`src/rtl/dvp_tx_pkg.sv`:
```
// rtl/dvp_tx_pkg.sv - shared state encoding, counter widths and colour-bar constants for the DVP transmitter
package dvp_tx_pkg;

   typedef enum logic [2:0] {
      IDLE   = 3'd0,
      VSYNC  = 3'd1,
      VBP    = 3'd2,
      ACTIVE = 3'd3,
      VFP    = 3'd4
   } tx_state_t;

   // Slot counter holds up to 2*65535 + blanking slots; line counter holds a 16-bit depth.
   localparam int SLOT_W = 18;
   localparam int LINE_W = 16;

   localparam logic [15:0] RGB_WHITE   = 16'hFFFF;
   localparam logic [15:0] RGB_YELLOW  = 16'hFFE0;
   localparam logic [15:0] RGB_CYAN    = 16'h07FF;
   localparam logic [15:0] RGB_GREEN   = 16'h07E0;
   localparam logic [15:0] RGB_MAGENTA = 16'hF81F;
   localparam logic [15:0] RGB_RED     = 16'hF800;
   localparam logic [15:0] RGB_BLUE    = 16'h001F;
   localparam logic [15:0] RGB_BLACK   = 16'h0000;

   function automatic logic [15:0] bar_color(input logic [2:0] idx);
      logic [15:0] c;
      case (idx)
         3'd0:    c = RGB_WHITE;
         3'd1:    c = RGB_YELLOW;
         3'd2:    c = RGB_CYAN;
         3'd3:    c = RGB_GREEN;
         3'd4:    c = RGB_MAGENTA;
         3'd5:    c = RGB_RED;
         3'd6:    c = RGB_BLUE;
         default: c = RGB_BLACK;
      endcase
      return c;
   endfunction

endpackage

```
`src/rtl/dvp_tx_timing_gen.sv`:
```
// rtl/dvp_tx_timing_gen.sv - PCLK phase, slot/line counters and frame FSM for the DVP transmitter
module dvp_tx_timing_gen
   import dvp_tx_pkg::*;
#(
   parameter int   VSYNC_LINES  = 4,
   parameter int   VBP_LINES    = 8,
   parameter int   VFP_LINES    = 4,
   parameter int   HBLANK_SLOTS = 64,
   parameter logic VSYNC_POL    = 1'b1
)(
   input  logic        i_clk,
   input  logic        i_resetn,
   input  logic        i_enable,
   input  logic [15:0] i_width,
   input  logic [15:0] i_depth,
   output logic        o_pclk,
   output logic        o_href,
   output logic        o_vsync,
   output logic        o_odd,
   output logic        o_req,
   output logic        o_done,
   output logic        o_busy,
   output logic [15:0] o_width
);

   tx_state_t          r_state, w_state_nxt;
   logic               r_phase;
   logic [SLOT_W-1:0]  r_slot, w_slot_nxt;
   logic [LINE_W-1:0]  r_line, w_line_nxt;
   logic [15:0]        r_w, r_d;
   logic [SLOT_W-1:0]  w_act_slots, w_line_len;
   logic               w_start_ok, w_last_slot, w_load, w_done, w_req_nxt;

   assign w_start_ok  = i_enable && (i_width != 16'd0) && (i_depth != 16'd0);
   assign w_act_slots = SLOT_W'({r_w, 1'b0});
   assign w_line_len  = w_act_slots + SLOT_W'(HBLANK_SLOTS);
   assign w_last_slot = (r_slot == w_line_len - SLOT_W'(1));

   // Next pixel request: odd slot preceding an even active slot, or last slot of the line before an active line.
   assign w_req_nxt = ((r_state == ACTIVE) && r_slot[0] && (r_slot < w_act_slots - SLOT_W'(1)))
                   || (w_last_slot && (((r_state == VBP) && (r_line == LINE_W'(VBP_LINES - 1)))
                                    || ((r_state == ACTIVE) && (r_line != r_d - LINE_W'(1)))));

   assign o_pclk  = r_phase;
   assign o_busy  = (r_state != IDLE);
   assign o_width = r_w;

   // Where the counters and FSM land at the next slot boundary.
   always_comb begin
      w_state_nxt = r_state;
      w_slot_nxt  = r_slot + SLOT_W'(1);
      w_line_nxt  = r_line;
      w_load      = 1'b0;
      w_done      = 1'b0;
      if (r_state == IDLE) begin
         w_slot_nxt = '0;
         w_line_nxt = '0;
         if (w_start_ok) begin
            w_state_nxt = VSYNC;
            w_load      = 1'b1;
         end
      end else if (w_last_slot) begin
         w_slot_nxt = '0;
         w_line_nxt = r_line + LINE_W'(1);
         case (r_state)
            VSYNC: if (r_line == LINE_W'(VSYNC_LINES - 1)) begin
               w_state_nxt = VBP;
               w_line_nxt  = '0;
            end
            VBP: if (r_line == LINE_W'(VBP_LINES - 1)) begin
               w_state_nxt = ACTIVE;
               w_line_nxt  = '0;
            end
            ACTIVE: if (r_line == r_d - LINE_W'(1)) begin
               w_state_nxt = VFP;
               w_line_nxt  = '0;
            end
            VFP: if (r_line == LINE_W'(VFP_LINES - 1)) begin
               w_done      = 1'b1;
               w_line_nxt  = '0;
               w_state_nxt = w_start_ok ? VSYNC : IDLE;
               w_load      = w_start_ok;
            end
            default: w_state_nxt = IDLE;
         endcase
      end
   end

   // Frame FSM with registered DVP outputs; line-level outputs only move at phase-0 starts.
   always_ff @(posedge i_clk) begin
      if (!i_resetn) begin
         r_state <= IDLE;
         r_phase <= 1'b0;
         r_slot  <= '0;
         r_line  <= '0;
         r_w     <= '0;
         r_d     <= '0;
         o_href  <= 1'b0;
         o_vsync <= ~VSYNC_POL;
         o_odd   <= 1'b0;
         o_req   <= 1'b0;
         o_done  <= 1'b0;
      end else begin
         o_done  <= 1'b0;
         o_req   <= 1'b0;
         r_phase <= (r_state == IDLE) ? 1'b0 : ~r_phase;
         if (w_load) begin
            r_w <= i_width;
            r_d <= i_depth;
         end
         if ((r_state == IDLE) || r_phase) begin
            r_state <= w_state_nxt;
            r_slot  <= w_slot_nxt;
            r_line  <= w_line_nxt;
            o_done  <= w_done;
            o_href  <= (w_state_nxt == ACTIVE) && (w_slot_nxt < w_act_slots);
            o_vsync <= (w_state_nxt == VSYNC) ? VSYNC_POL : ~VSYNC_POL;
            o_odd   <= w_slot_nxt[0];
         end else begin
            o_req   <= w_req_nxt;
         end
      end
   end

endmodule

```
`src/rtl/dvp_pixel_transmitter.sv`:
```
// rtl/dvp_pixel_transmitter.sv - RGB565 stream to DVP transmitter; DVP_TX_TEST_PATTERN_EN adds the colour-bar source
module dvp_pixel_transmitter
   import dvp_tx_pkg::*;
#(
   parameter int          VSYNC_LINES    = 4,
   parameter int          VBP_LINES      = 8,
   parameter int          VFP_LINES      = 4,
   parameter int          HBLANK_SLOTS   = 64,
   parameter logic        VSYNC_POL      = 1'b1,
   parameter logic [15:0] UNDERFLOW_FILL = 16'h0000
)(
   input  logic        clk_i,
   input  logic        resetn_i,
   input  logic        enable_i,
   input  logic [15:0] resolution_width_i,
   input  logic [15:0] resolution_depth_i,
   input  logic [15:0] pixel_data_i,
   input  logic        pixel_valid_i,
`ifdef DVP_TX_TEST_PATTERN_EN
   input  logic        pattern_sel_i,
`endif
   output logic        pixel_ready_o,
   output logic        cam_pclk_o,
   output logic [7:0]  cam_half_pixel_o,
   output logic        cam_href_o,
   output logic        cam_vsync_o,
   output logic        frame_done_o,
   output logic        underflow_o,
   output logic        busy_o
);

   logic        w_req, w_odd, w_pattern;
   logic [15:0] w_width, w_bar_pix;
   logic [15:0] r_pix;
   logic        r_underflow;

   dvp_tx_timing_gen #(
      .VSYNC_LINES  (VSYNC_LINES),
      .VBP_LINES    (VBP_LINES),
      .VFP_LINES    (VFP_LINES),
      .HBLANK_SLOTS (HBLANK_SLOTS),
      .VSYNC_POL    (VSYNC_POL)
   ) u_timing (
      .i_clk    (clk_i),
      .i_resetn (resetn_i),
      .i_enable (enable_i),
      .i_width  (resolution_width_i),
      .i_depth  (resolution_depth_i),
      .o_pclk   (cam_pclk_o),
      .o_href   (cam_href_o),
      .o_vsync  (cam_vsync_o),
      .o_odd    (w_odd),
      .o_req    (w_req),
      .o_done   (frame_done_o),
      .o_busy   (busy_o),
      .o_width  (w_width)
   );

`ifdef DVP_TX_TEST_PATTERN_EN
   logic [15:0] r_x;
   logic [18:0] w_x8;
   logic [2:0]  w_bar;

   assign w_pattern = pattern_sel_i;
   assign w_x8      = {r_x, 3'b000};
   assign w_bar     = 3'(w_x8 / {3'b000, w_width});
   assign w_bar_pix = bar_color(w_bar);

   // Pixel column of the next request; exactly W requests per line bring it back to 0.
   always_ff @(posedge clk_i) begin
      if (!resetn_i) begin
         r_x <= '0;
      end else if (w_req) begin
         r_x <= (r_x == w_width - 16'd1) ? 16'd0 : r_x + 16'd1;
      end
   end
`else
   logic w_unused_width;

   assign w_pattern      = 1'b0;
   assign w_bar_pix      = RGB_BLACK;
   assign w_unused_width = ^w_width;
`endif

   assign pixel_ready_o    = w_req & ~w_pattern;
   assign underflow_o      = r_underflow;
   assign cam_half_pixel_o = cam_href_o ? (w_odd ? r_pix[7:0] : r_pix[15:8]) : 8'h00;

   // Take the next pixel at the end of the request cycle, which is also the start of its high-byte slot.
   always_ff @(posedge clk_i) begin
      if (!resetn_i) begin
         r_pix       <= '0;
         r_underflow <= 1'b0;
      end else if (w_req) begin
         if (w_pattern) begin
            r_pix <= w_bar_pix;
         end else if (pixel_valid_i) begin
            r_pix <= pixel_data_i;
         end else begin
            r_pix       <= UNDERFLOW_FILL;
            r_underflow <= 1'b1;
         end
      end
   end

endmodule

```
`config.mk`:
```
export PLATFORM = sky130hd
export DESIGN_NAME = dvp_pixel_transmitter
export DESIGN_NICKNAME = d
export VERILOG_FILES = /design/src/rtl/dvp_tx_pkg.sv /design/src/rtl/dvp_tx_timing_gen.sv /design/src/rtl/dvp_pixel_transmitter.sv
export SDC_FILE = /design/constraint.sdc
export NUM_CORES = 1
export LEC_CHECK = 0
export ABC_AREA = 1
export CORE_ASPECT_RATIO = 1.25
export CORE_MARGIN = 4
export CORE_UTILIZATION = 63
export CTS_CLUSTER_SIZE = 24
export DETAILED_ROUTE_END_ITERATION = 10
export GPL_TIMING_DRIVEN = 0
export PLACE_DENSITY = 0.95
export SYNTH_ARGS = -nofsm -noshare
export SYNTH_HDL_FRONTEND = slang
export SYNTH_SLANG_ARGS = --single-unit
```
`constraint.sdc`:
```
create_clock -name clk_i -period 5.4 [get_ports clk_i]
set_input_delay 0.54 -clock clk_i [delete_from_list [all_inputs] [get_ports clk_i]]
set_output_delay 0.54 -clock clk_i [all_outputs]
set_load 0.005 [all_outputs]
```
* Word level (Yosys, flattened, before mapping)
Index checks and enable logic that the tools add are counted.
** Word-level totals
- Register bits :: 92
- Input bits :: 52
- Output and inout bits :: 15
- Word-level logic and storage cells :: 87
** Cells by class
- Add/sub/neg operators :: 6
- Magnitude comparators :: 2
- Eq/ne operators :: 11
- Multiplexer cells :: 27
- Bitwise operators :: 6
- Reduce and logical (&&, ||, !) cells :: 22
** Operators by type and width (number)
- $mux W16 :: 6
- $pmux W16 S3 :: 1
- $mux W18 :: 2
- $reduce_bool A16 Y1 :: 2
- $mux W3 :: 7
- $add A17 B7 Y18 const B :: 1
- $add A18 B1 Y18 const B :: 1
- $eq A18 B18 Y1 :: 1
- $lt A18 B17 Y1 :: 1
- $lt A18 B18 Y1 :: 1
- $sub A17 B1 Y18 const B :: 1
- $sub A18 B1 Y18 const B :: 1
- $add A16 B1 Y16 const B :: 1
- $eq A16 B16 Y1 :: 1
- $eq A16 B2 Y1 const B :: 1
- $eq A16 B3 Y1 const B :: 1
- $mux W8 :: 2
- $ne A16 B16 Y1 :: 1
- $sub A16 B1 Y16 const B :: 1
- $pmux W3 S4 :: 1
- $eq A3 B2 Y1 const B :: 3
- $logic_and A1 B1 Y1 :: 8
- $mux W1 :: 8
- $eq A3 B1 Y1 const B :: 2
- 9 further kinds :: 19

* Depth between registers and ports, before layout
- Word-level depth :: 10
- Mapped depth :: 30
- Gate-level depth less buffers :: 30

* Hierarchy
Synthesis repeated with hierarchy kept, for this count alone.
** Unflattened totals
- Cell total of the unflattened synthesis :: 1016
- Area, all modules :: 6571.3 µm²
** Modules (own cells, without submodules)
- dvp_tx_timing_gen :: instances 1, cells an instance 915, area each 5754.3 µm², sequential area each 1481.4 µm²
- dvp_pixel_transmitter :: instances 1, cells an instance 101, area each 817.0 µm², sequential area each 340.3 µm²

* Worst setup path after synthesis
Ideal clock, no wire load.
- Path type :: flip-flop to flip-flop
- Start point :: reg u_timing.r_w[0], in the netlist u_timing.o_width[0]
- End point :: reg u_timing.o_href
- Setup time :: 0.112 ns
- Arrival time :: 3.471 ns
- Required time :: 5.288 ns
- Setup slack :: 1.816 ns
- Stages on the path, launching flop included :: 29
- Path buffers :: 0
- Period minus slack after synthesis :: 3.584 ns
- Cells stage by stage :: dfxtp_1 -> inv_1 -> ha_1 -> inv_1 -> nor2_2 -> nor2_1 -> ha_1 -> nand2_1 -> nor3_1 -> nand2_1 -> nor2_1 -> nand2_1 -> nor2_1 -> nand2_1 -> nor2_4 -> nand3_4 -> nand2_8 -> clkinv_1 -> nand3_1 -> inv_1 -> ha_1 -> nand4_1 -> o221a_2 -> nand2_1 -> nand2_1 -> nand2_1 -> nand2_1 -> nand2_1 -> nand2_1
** Between the ends
- Word-level cells in the longest chain between the ends :: 7
- Elaborated cells between the ends (all ways) :: 10
- Classes of those cells :: add/sub (2); order compare (1); eq/ne (2); mux (4); reduce/logical (1)
** RTL lines
- start: declaration :: line dvp_tx_timing_gen.sv:30 : logic [15:0] r_w, r_d;
- start signal: assignment :: line dvp_tx_timing_gen.sv:108 : r_w <= i_width;
- $add A17 B7 Y18 :: line dvp_tx_timing_gen.sv:36 : assign w_line_len = w_act_slots + SLOT_W'(HBLANK_SLOTS);
- $sub A18 B1 Y18 :: line dvp_tx_timing_gen.sv:37 : assign w_last_slot = (r_slot == w_line_len - SLOT_W'(1));
- $eq A18 B18 Y1 :: line dvp_tx_timing_gen.sv:37
- $mux W18 :: line dvp_tx_timing_gen.sv:62 : end else if (w_last_slot) begin
- $mux W18 :: line dvp_tx_timing_gen.sv:55 : if (r_state == IDLE) begin
- named net u_timing.w_slot_nxt[9] :: line dvp_tx_timing_gen.sv:28 : logic [SLOT_W-1:0] r_slot, w_slot_nxt;
- $lt A18 B17 Y1 :: line dvp_tx_timing_gen.sv:116 : o_href <= (w_state_nxt == ACTIVE) && (w_slot_nxt < w_act_slots);
- $logic_and A1 B1 Y1 :: line dvp_tx_timing_gen.sv:116
- end signal: assignment :: line dvp_tx_timing_gen.sv:116
- end: declaration :: line dvp_tx_timing_gen.sv:17 : output logic o_href,
The timed path passes the listed nets, and every way through them passes these cells.
A chain may end at the register's enable or synchronous reset.

* Final worst setup path
Same ends and word-level chain as after synthesis.

==> results.toml <==
[run_status]
status = "finished, final reports clean"

[critical_path]
worstSetupPathType = "reg -> reg"
max_stage_delay_ns = 0.36
cp-start-kind = "flip-flop"
worstPathArrival_ns = 4.98
cpMostUsedCell = "nand2_1"
slowest_stage = "nor3_1"
worstSetupEndpointType = "flip-flop"
crit_required_ns = 5.64
critical_path_peak_fanout = 10

[synth]
synth_seq_cells = 91
netlist_top_cells_area = "dfxtp_1, nand2_1, nor2_1"
synth.net_count = 1121
synth_edf_count = 0
ys.flop_type = "dfxtp_1"
synth_top_cell_area_share = 0.2687
yosys_warnings = 0
syn-mean-instance-area_sq_um = 6.562
syn-instance-count = 1033
synth-seq-area-share = 0.2687
async_flop_share = 0
synth_cell_types = 49
synth_top_area_cell = "dfxtp_1"
synth_area_sq_um = 6779

[clock_tree]
cts_sinks = 91
cts_hold_repair.buffers = 0
cts_max_path_buffers = 2
postCtsSetupBuffers = 0
cts_tree = "built"
post_cts_resized = 0
clkSlewWorstSetupHoldPaths_ns = 0.06
cts-root-buf = "clkbuf_16"
numCtsBuffers = 9
htree_levels = 3
clkLatencyLatePin_ns = 0.34

[die]
coreArea_sq_um = 10560
die_y_um = 124.0
fp.dieArea_sq_um = 12490
io_pins = 67
rows = 42
start_util = 0.6418
die_width_um = 100.8

[timing]
fmax_mhz = 211.0
maxSlewViolCount = 0
finalSetupViolCount = 0
min_period_ns = 4.738
worst_slew_pin_slew_ns = 0.6001
tns_ns = 0
finalHoldViolations = 0
rsz0062_at_grt = "no"
fin_crit_sh = 0.8775
holdWs_ns = 0.4641
slew_headroom = 0.5963
clock_skew_ns = 0.006966

[detailed_routing]
via_count = 7304
firstDrtPassIters = 5
totalWireLength_um = 20180
ant_nets = 0
drt_iter0_drc = 501
wl_per_cell_um = 16.23
detail_route.vias_per_cell = 5.876
drc = 0

[cells_and_area]
stdcell_area_sq_um = 7899
drive_above_1_share = 0.06031
n_fill_cell = 803
multi_input_area_sq_um = 4263
nNetsFinal = 1197
layout_commonest_cell = "nand2_1"
syn_to_final_growth_pct = 16.52
stdcell_count = 1243
final_cell_mix = "nand2_1, nor2_1, inv_1"
regArea_sq_um = 1822
antenna-diode-count = 0

[placed_design]
place_area_sq_um = 7595
post-dp-hpwl_um = 15060
routabilityCongestion = 0.9880
numPortBuffers = 65
place_inst = 1230

[pwr]
combPwrFrac = 0.341
switching_share = 0.3627
p_total_mw = 2.183
ir_drop_mv = 0.1891
p_switching_mw = 0.7916
p_per_area_nw_per_um2 = 276.3
power_frac_clock = 0.309
p_int_mw = 1.391
power_frac_seq = 0.350
leakage_nw = 3.405

[global_routing]
grt_pass1_wl_um = 32340
grt_overflow = 0
grt_pass1_vias = 7163
track_usage = 0.3257
grt_max_degree = 14
antenna_found_initial = 0

[run]
timing.max_cap.violations = 0

[hold_path]
hp-class = "reg -> reg"
layout make-up:
class                   instances  share of cell area
plain buffers                  30             0.02471
well taps                     132             0.02091
inverters                     131             0.06320
flip-flops and latches         91              0.2306
multi-input cells             781              0.5397
repair buffers                 65             0.08237
clock inverters                 3            0.008237
clock buffers                  10             0.03025
cell usage after synthesis (2+ instances only):
cell,instances
clkbuf_1,16
nor2_1,122
nor2_2,9
inv_2,4
o21ai_1,13
nand2_1,226
a211oi_2,3
nand2_4,4
o21ai_0,51
o22ai_1,11
xor2_1,36
and2_1,3
nand3_2,4
nor2_4,4
nand2_2,3
nand3_1,80
nand3_4,2
buf_6,7
buf_2,2
a21oi_1,65
a211oi_1,6
a21boi_0,2
xnor2_1,10
clkinv_1,5
buf_4,3
nand3b_1,7
nand2_8,2
nor3_1,27
nor4_1,10
dfxtp_1,91
inv_1,120
nor3b_1,5
o32ai_1,5
ha_1,36
nand4_1,25
worst paths after layout:
path / from / endpoint / slack, ns / depth (start not counted)
setup / recovery: u_timing.o_width[0]$_SDFFE_PN0P_ / u_timing.o_href$_SDFFE_PN0P_ / 0.66 / 28
hold / removal: r_pix[12]$_SDFFE_PN0P_ / r_pix[12]$_SDFFE_PN0P_ / 0.46 / 2
setup reg to reg: u_timing.o_width[0]$_SDFFE_PN0P_ / u_timing.o_href$_SDFFE_PN0P_ / 0.66 / 28
hold reg to reg: r_pix[12]$_SDFFE_PN0P_ / r_pix[12]$_SDFFE_PN0P_ / 0.46 / 2
kinds of logic (layout without fill, tap and decap cells):
group	count (synthesis)	count (layout)	share of synthesized area
buffers and inverters	161	239	0.1024
xor gates and xnor gates	47	47	0.06183
DFF	91	91	0.2687
adders and majority gates	36	36	0.06644
and+or+nand+nor	536	536	0.3667
AOI/OAI and AO/OA	162	162	0.1338
power by group through the flow:
stage                     sequential, mW  combinational, mW  clock, mW
final                              0.764              0.744      0.675
after global routing               0.769              0.822      0.706
after CTS                          0.762              0.733      0.676
after detailed placement           0.777              0.719          0
after global placement             0.775              0.698          0
after floorplan                    0.763              0.530          0
metrics by stage:
step	setup WS, ns	util
floorplan	1.816	-
global placement	0.9829	0.7190
detailed placement	0.8903	0.7190
CTS	0.7397	0.7478
global route	0.2828	0.7478
finish	0.6616	0.7478
worst max-delay path: cells and delay by family, from the launching register on:
family | cells | cell delay (ns)
AOI/OAI and AO/OA | 1 | 0.27
adders and majority gates | 3 | 0.86
buffers and inverters | 4 | 0.65
DFF | 1 | 0.33
and+or+nand+nor | 20 | 2.51
metal layers:
layer,track usage,wire [um]
met1,0.3491,7496
met5,0,0
met2,0.5803,10150
met3,0.04538,1192
met4,0.2342,1343
registers in the layout (all words and copies together) (netlist names):
name	count
u_timing.r_line	16
u_timing.o_done	1
u_timing.o_req	1
u_timing.o_pclk	1
u_timing.r_d	16
u_timing.o_href	1
r_pix	16
u_timing.r_state	3
u_timing.o_vsync	1
u_timing.r_slot	18
underflow_o	1
u_timing.o_width	16
Note: power is estimated with default switching activity, not from simulation.
